[src/rtl/mem_port_arbiter_if.sv]
// Cache-side and memory-side handshake bundle for the shared memory port.
// slave is the arbiter's view; master is the view of the caches and memory together.
interface mem_port_arbiter_if #(
    parameter int NUM_REQ = 2
);
    logic [NUM_REQ-1:0]    req_valid;
    logic [NUM_REQ-1:0]    req_write;
    logic [32*NUM_REQ-1:0] req_addr;
    logic [32*NUM_REQ-1:0] req_wdata;
    logic [31:0]           req_rdata;
    logic [NUM_REQ-1:0]    req_ready;
    logic [31:0]           mem_addr;
    logic [31:0]           mem_wdata;
    logic                  mem_req;
    logic                  mem_write;
    logic [31:0]           mem_rdata;
    logic                  mem_ready;

    modport slave (
        input  req_valid, req_write, req_addr, req_wdata, mem_rdata, mem_ready,
        output req_rdata, req_ready, mem_addr, mem_wdata, mem_req, mem_write
    );

    modport master (
        output req_valid, req_write, req_addr, req_wdata, mem_rdata, mem_ready,
        input  req_rdata, req_ready, mem_addr, mem_wdata, mem_req, mem_write
    );
endinterface

[src/rtl/mem_port_arbiter.sv]
// Round-robin share of one memory port between NUM_REQ caches, with a stall watchdog.
// Grant one cycle after request; req_ready is combinational on mem_ready; one bubble between grants.
module mem_port_arbiter #(
    parameter int NUM_REQ = 2,
    parameter int TIMEOUT = 255,
    localparam int IDW    = $clog2(NUM_REQ)
) (
    input  logic                 clk,
    input  logic                 rst_n,
    mem_port_arbiter_if.slave    bus,
    output logic                 busy,
    output logic [IDW-1:0]       grant_id,
    output logic                 timeout_err,
    output logic [15:0]          timeout_count
);
    typedef enum logic {ARB, GRANT} state_t;

    state_t          state, state_nxt;
    logic [IDW-1:0]  rr_ptr, rr_ptr_nxt, grant_nxt, pick, ptr_inc, idx;
    logic [15:0]     wait_cnt, wait_cnt_nxt;
    logic            any_req, abort, gnt_valid, timeout_hit;

    // Cyclic priority search starting at rr_ptr; iterating downward lets the nearest set bit win.
    always_comb begin
        pick    = rr_ptr;
        any_req = 1'b0;
        idx     = '0;
        for (int k = NUM_REQ - 1; k >= 0; k--) begin
            idx = IDW'((int'(rr_ptr) + k) % NUM_REQ);
            if (bus.req_valid[idx]) begin
                pick    = idx;
                any_req = 1'b1;
            end
        end
    end

    assign ptr_inc     = (int'(grant_id) == NUM_REQ - 1) ? '0 : grant_id + IDW'(1);
    assign gnt_valid   = bus.req_valid[grant_id];
    assign timeout_hit = (TIMEOUT != 0) && (wait_cnt == 16'(TIMEOUT - 1));

    always_comb begin
        state_nxt    = state;
        grant_nxt    = grant_id;
        rr_ptr_nxt   = rr_ptr;
        wait_cnt_nxt = wait_cnt;
        abort        = 1'b0;
        case (state)
            ARB: begin
                wait_cnt_nxt = '0;
                if (any_req) begin
                    grant_nxt = pick;
                    state_nxt = GRANT;
                end
            end
            GRANT: begin
                // Completion and requester drop both release the port the same way.
                if (!gnt_valid || bus.mem_ready) begin
                    state_nxt  = ARB;
                    rr_ptr_nxt = ptr_inc;
                end else if (timeout_hit) begin
                    abort      = 1'b1;
                    state_nxt  = ARB;
                    rr_ptr_nxt = ptr_inc;
                end else begin
                    wait_cnt_nxt = wait_cnt + 16'd1;
                end
            end
            default: state_nxt = ARB;
        endcase
    end

    always_ff @(posedge clk or negedge rst_n) begin
        if (!rst_n) begin
            state         <= ARB;
            rr_ptr        <= '0;
            grant_id      <= '0;
            wait_cnt      <= '0;
            timeout_err   <= 1'b0;
            timeout_count <= '0;
        end else begin
            state       <= state_nxt;
            rr_ptr      <= rr_ptr_nxt;
            grant_id    <= grant_nxt;
            wait_cnt    <= wait_cnt_nxt;
            timeout_err <= abort;
            if (abort && timeout_count != 16'hFFFF)
                timeout_count <= timeout_count + 16'd1;
        end
    end

    assign busy          = (state == GRANT);
    assign bus.mem_req   = busy & gnt_valid;
    assign bus.mem_write = busy & bus.req_write[grant_id];
    assign bus.mem_addr  = busy ? bus.req_addr[32*grant_id +: 32]  : 32'd0;
    assign bus.mem_wdata = busy ? bus.req_wdata[32*grant_id +: 32] : 32'd0;
    assign bus.req_rdata = bus.mem_rdata;
    assign bus.req_ready = (bus.mem_req && bus.mem_ready) ? (NUM_REQ'(1) << grant_id) : '0;
endmodule

[src/flat_wrapper.sv]
// flat-port wrapper written by rule: the top's interface ports become plain ports
module mem_port_arbiter_flat 
#(
    parameter int NUM_REQ = 2,
    parameter int TIMEOUT = 255,
    localparam int IDW    = $clog2(NUM_REQ)
)
  (clk, rst_n, busy, grant_id, timeout_err, timeout_count, bus_req_valid, bus_req_write, bus_req_addr, bus_req_wdata, bus_mem_rdata, bus_mem_ready, bus_req_rdata, bus_req_ready, bus_mem_addr, bus_mem_wdata, bus_mem_req, bus_mem_write);
  mem_port_arbiter_if #(.NUM_REQ(NUM_REQ)) bus_i ();
  input  logic clk;
  input  logic rst_n;
  output logic busy;
  output logic [IDW-1:0] grant_id;
  output logic timeout_err;
  output logic [15:0] timeout_count;
  input wire logic [$bits(bus_i.req_valid)-1:0] bus_req_valid;
  input wire logic [$bits(bus_i.req_write)-1:0] bus_req_write;
  input wire logic [$bits(bus_i.req_addr)-1:0] bus_req_addr;
  input wire logic [$bits(bus_i.req_wdata)-1:0] bus_req_wdata;
  input wire logic [$bits(bus_i.mem_rdata)-1:0] bus_mem_rdata;
  input wire logic [$bits(bus_i.mem_ready)-1:0] bus_mem_ready;
  output wire logic [$bits(bus_i.req_rdata)-1:0] bus_req_rdata;
  output wire logic [$bits(bus_i.req_ready)-1:0] bus_req_ready;
  output wire logic [$bits(bus_i.mem_addr)-1:0] bus_mem_addr;
  output wire logic [$bits(bus_i.mem_wdata)-1:0] bus_mem_wdata;
  output wire logic [$bits(bus_i.mem_req)-1:0] bus_mem_req;
  output wire logic [$bits(bus_i.mem_write)-1:0] bus_mem_write;
  assign bus_i.req_valid = bus_req_valid;
  assign bus_i.req_write = bus_req_write;
  assign bus_i.req_addr = bus_req_addr;
  assign bus_i.req_wdata = bus_req_wdata;
  assign bus_i.mem_rdata = bus_mem_rdata;
  assign bus_i.mem_ready = bus_mem_ready;
  assign bus_req_rdata = bus_i.req_rdata;
  assign bus_req_ready = bus_i.req_ready;
  assign bus_mem_addr = bus_i.mem_addr;
  assign bus_mem_wdata = bus_i.mem_wdata;
  assign bus_mem_req = bus_i.mem_req;
  assign bus_mem_write = bus_i.mem_write;
  mem_port_arbiter #(.NUM_REQ(NUM_REQ), .TIMEOUT(TIMEOUT)) u_core (.clk(clk), .rst_n(rst_n), .bus(bus_i), .busy(busy), .grant_id(grant_id), .timeout_err(timeout_err), .timeout_count(timeout_count));
endmodule
[config.mk]
export PLATFORM = sky130hd
export DESIGN_NAME = mem_port_arbiter_flat
export DESIGN_NICKNAME = d
export VERILOG_FILES = /design/src/rtl/mem_port_arbiter_if.sv /design/src/rtl/mem_port_arbiter.sv /design/src/flat_wrapper.sv
export SDC_FILE = /design/constraint.sdc
export NUM_CORES = 1
export LEC_CHECK = 0
export BUFFER_PORTS_ARGS = -buffer_cell sky130_fd_sc_hd__clkbuf_2
export CORE_AREA = 2 2 110 112
export DETAILED_ROUTE_END_ITERATION = 8
export DIE_AREA = 0 0 112 114
export GPL_TIMING_DRIVEN = 0
export SYNTH_ARGS = -nofsm -noshare
export SYNTH_HDL_FRONTEND = slang
export SYNTH_SLANG_ARGS = --single-unit
[constraint.sdc]
create_clock -name clk -period 2.1 [get_ports clk]
set_input_delay 0.105 -clock clk [delete_from_list [all_inputs] [get_ports clk]]
set_output_delay 0.105 -clock clk [all_outputs]
set_load 0.05 [all_outputs]
Yosys cells after proc, flatten, opt, wreduce, memory -nomap -nowiden --
Cells that the tools add are included.
Word-level totals: RAM bits 0, memories kept 0, input port bits 167, ROM bits 0, bits in latches 0, register bits 36
Cells by class: magnitude comparators 3, mux-type cells 28, reductions and logical operators 8, divide/modulo/power cells 0, add/subtract/negate cells 4, equality and inequality tests 4, bitwise gates (word level) 3, $mul 0, shifts and indexed selects 3
Operator list (count):
- indexed part select 64 x 7 -> 32 bit | 2
- two-way mux 32 bit | 2
- adder 16 x 1 -> 16 bit, second input constant | 2
- two-way mux 16 bit | 2
- case mux 16 bit (2 select lines) | 1
- two-way mux 1 bit | 21
- == test 16 x 8 -> 1 bit, second input constant | 1
- inequality test 16 bit, second input constant | 1
- < comparator 1 x 2 -> 1 bit, second input constant | 3
- AND reduction 2 bit | 3
- inequality test 2 bit, second input constant | 2
- adder 1 bit, second input constant | 2
- AND 1 bit | 2
- logical AND 1 bit | 2
- two-way mux 2 bit | 1
- case mux 1 bit (2 select lines) | 1
- nonzero test 2 bit | 1
- left shift 1 x 1 -> 2 bit, first input constant | 1
- zero test 1 bit | 1
- logical OR 1 bit | 1
- inverter 1 bit | 1

Depth between registers and ports, before layout --
depth after elaboration 7, mapped depth 8, depth with buffers taken out 7

Worst setup path after synthesis --
Ideal clock, no wire load.
path type flip-flop to output port, start point register u_core.grant_id, end point output bus_req_ready[0], path buffers 3, stages on the path, launching flop included 5, setup slack -0.944 ns, data arrival time 2.939 ns, path through dfrtp_1 buf_2 buf_2 buf_1 nor4b_1
Between the ends: longest elaborated chain between the ends 5, elaborated cells on any way between the ends 6
Ends and longest elaborated chain:
- start: declaration | line mem_port_arbiter.sv:12 | output logic [IDW-1:0] grant_id,
- start signal: assignment | line mem_port_arbiter.sv:83 | grant_id <= grant_nxt;
- two-way mux 1 bit (not written as such) (2 in a row) | line mem_port_arbiter.sv:38 | assign gnt_valid = bus.req_valid[grant_id];
- AND 1 bit | line mem_port_arbiter.sv:92 | assign bus.mem_req = busy & gnt_valid;
- logical AND 1 bit | line mem_port_arbiter.sv:97 | assign bus.req_ready = (bus.mem_req && bus.mem_ready) ? (NUM_REQ'(1) << grant_id) : '0;
- two-way mux 2 bit * | line mem_port_arbiter.sv:97
- end: declaration | line flat_wrapper.sv:23 | output wire logic [$bits(bus_i.req_ready)-1:0] bus_req_ready;
Every way passes the cells marked *; elsewhere a longest branch is shown, timed or not. The select of a mux whose other input is x is not followed.

Final worst setup path --
start point register u_core.grant_id, end point output bus_mem_addr[25]
Between the ends: longest elaborated chain between the ends 2
Ends and longest elaborated chain:
- indexed part select 64 x 7 -> 32 bit | line mem_port_arbiter.sv:94 | assign bus.mem_addr = busy ? bus.req_addr[32*grant_id +: 32] : 32'd0;
- two-way mux 32 bit | line mem_port_arbiter.sv:94
- end: declaration | line flat_wrapper.sv:24 | output wire logic [$bits(bus_i.mem_addr)-1:0] bus_mem_addr;
Every way passes these cells.

==> flow_summary.json <==
{
  "synth.avg_cell_area_um2": 8.59,
  "cap_violations": 0,
  "num_vias": 3391,
  "synthXorXnorAreaFrac": 0.0794,
  "grt_pass1_wl_um": 15600,
  "critPathKind": "register to output pin",
  "via_per_inst": 4.46,
  "num_rows": 40,
  "ys_top_cells_by_count": "nor2_1 (82), mux2i_1 (67), dfrtp_1 (36), buf_4 (33)",
  "drt_wl_total_um": 10300,
  "cts.reportedPaths.clkPinSlew_ps": 60,
  "critPathCaptureType": "output pin",
  "clk_latency_ps": 280,
  "synth_ff_type": "dfrtp_1",
  "wl_per_cell_um": 13.6,
  "grt_use_total": 0.149,
  "synthArstFlopShare": 1.00,
  "grt_pass1_vias": 3231,
  "final_nets": 782,
  "synth_edf_count": 0,
  "yosys-top-cells-area": "dfrtp_1 (30%), mux2i_1 (23%), nor2_1 (10%)",
  "die_h_um": 114,
  "synth_top_area_cell": "dfrtp_1",
  "start_util": 0.254,
  "drc": 0,
  "diodes": 0,
  "yosysWarnings": 0,
  "hold_viol": 0,
  "yosysMostFrequentCell": "nor2_1",
  "drive_above_1_share": 0.625,
  "synthMuxAreaShare": 0.229,
  "ant_nets": 0,
  "antenna_found_initial": 0,
  "setup_viol": 0,
  "placed_cell_area_um2": 4590,
  "powerDensity_nw_per_um2": 1330,
  "cts_buffers": 5,
  "cts_buffer_depth": 2,
  "finalCriticalPeriod_ps": 2000,
  "synth-seq-area-share": 0.302,
  "die_area_um2": 12800,
  "skew_ps": 4.26,
  "hp-class": "input pin to register",
  "synth_compound_area_frac": 0.0386,
  "drt_first_pass_iters": 4,
  "syn2layout_area_growth_pct": 63.5,
  "max_freq_ghz": 0.500,
  "drv_slew": 0,
  "vdd_drop_max_mv": 1.36,
  "worstPathRequired_ps": 2000,
  "num-fill-cells": 1191,
  "grt_max_degree": 37,
  "synth_top_family_by_area": "multiplexers",
  "worst_pin_slew_ps": 892,
  "rsz0062_at_grt": "true",
  "dp_hpwl_um": 8750,
  "synthDistinctLibCells": 30,
  "leakage_nw": 2.77,
  "cp.arrival_ps": 1890,
  "synth_fa_ha_area_frac": 0.0126,
  "place.gp.congestion": 0.920,
  "io_pins": 286,
  "worstPathMaxFanout": 10,
  "start_kind": "register",
  "syn-instance-count": 347,
  "initialDrtViolationCount": 158,
  "die_w_um": 112,
  "htreeDepth": 2,
  "outcome": "completed",
  "ys_ff_latch": 36,
  "core_area_um2": 11700,
  "grt.overflow.total": 0,
  "synth.cell_area_um2": 2980,
  "hold_ws_ps": 72.2,
  "cts_tree": "built",
  "io_buffers": 253,
  "final_cell_area_um2": 4870,
  "synth_nets": 517,
  "max_slew_margin": 0.405,
  "synth_simple_gate_area_frac": 0.226,
  "fin_crit_sh": 0.952,
  "yosysTopAreaCellShare": 0.302,
  "cts.sinks": 36,
  "cts_root_buf": "clkbuf_16"
}
-- critical path, stage by stage (launching register included) --
cell	delay (ps)
dfrtp_1	340
buf_2	210
buf_4	240
buf_4	240
mux2i_1	300
nor2_4	40
clkbuf_2	240
-- cell usage in the layout, fill, tap and decap left out, types with 4 or more instances in the layout --
cell / instances
dfrtp_1: 34
nor2_2: 56
clkbuf_2: 260
buf_2: 7
and3_1: 14
nor2_1: 25
o211ai_1: 4
nand4_1: 14
xnor2_1: 14
o21a_1: 4
xor2_1: 13
mux2i_1: 66
nand2_1: 8
nand3_1: 12
clkbuf_16: 5
and4_1: 4
buf_4: 38
-- kinds of logic (layout without fill, tap and decap cells) --
kind of cell             Yosys count  after routing
AND/OR/NAND/NOR                  143            143
multiplexers                      68             68
AO/OA/AOI/OAI                     15             15
flip-flops                        36             36
XOR/XNOR                          27             27
buffers and inverters             55            321
adder cells (fa/ha/maj)            3              3
-- power by group --
| part | internal (mW) | switching, mW |
|---|---|---|
| registers | 0.738 | 0.0595 |
| logic | 1.26 | 3.51 |
| clock network | 0.625 | 0.278 |
-- final timing paths --
kind / slack (ps) / cells past startpoint / to / from
min reg2reg: 490 / 1 / u_core.timeout_count[11]$_DFFE_PN0P_ / u_core.timeout_count[11]$_DFFE_PN0P_
max: 100 / 6 / bus_mem_addr[25] / u_core.grant_id$_DFFE_PN0P_
max in group asynchronous: 1000 / 2 / u_core.wait_cnt[0]$_DFFE_PN0P_ / rst_n
max reg2reg: 150 / 6 / u_core.wait_cnt[7]$_DFFE_PN0P_ / u_core.grant_id$_DFFE_PN0P_
min: 70 / 2 / u_core.grant_id$_DFFE_PN0P_ / bus_req_valid[0]
min in group asynchronous: 490 / 2 / u_core.timeout_count[14]$_DFFE_PN0P_ / rst_n
-- what timing repair did --
action | 4_1_cts | 5_1_grt
hold buffers | 1 | 0
pin swaps | 2 | 0
buffers inserted | 2 | 2
endpoints found under the setup margin | 85 | 31
resized for setup | 18 | 6
hold endpoints to repair | 36 | 0
-- metrics by stage --
stage / TNS [ps] / worst slack [ps] / instances / power (mW) / util
2_1_floorplan: -466 / -55.4 / 347 / 4.55 / -
3_3_place_gp: -3040 / -134 / 747 / 5.52 / 0.392
5_1_grt: -3.97 / -3.97 / 760 / 6.78 / 0.416
4_1_cts: 0 / 3.46 / 758 / 6.52 / 0.413
6_report: 0 / 101 / 760 / 6.47 / 0.416
3_5_place_dp: -4000 / -172 / 747 / 5.55 / 0.392
-- state kept, by name, summed over array words and instances (netlist names) --
| name | cells |
|---|---|
| u_core.timeout_err | 1 |
| u_core.rr_ptr | 1 |
| u_core.wait_cnt | 16 |
| u_core.grant_id | 1 |
| u_core.timeout_count | 16 |
| u_core.busy | 1 |
-- layer usage --
metal | global-route usage | wire [µm] | vias to the layer above
li1 | - | - | 1699
met1 | 0.180 | 4110 | 1558
met2 | 0.269 | 5360 | 128
met3 | 0.0425 | 782 | 6
met4 | 0.0244 | 63 | 0
met5 | 0 | 0 | -
-- area by class of cell --
| cell class | count | area (µm²) | share of cell area |
|---|---|---|---|
| sequential | 36 | 903 | 0.185 |
| tap | 147 | 184 | 0.0378 |
| timing repair buffer | 258 | 1310 | 0.268 |
| multi-input combinational | 256 | 1930 | 0.397 |
| clock buffer | 7 | 153 | 0.0313 |
| clock inverter | 1 | 30.0 | 0.00616 |
| buffer | 52 | 352 | 0.0722 |
| inverter | 3 | 11.3 | 0.00231 |
Note: power is estimated with default switching activity, not from simulation.
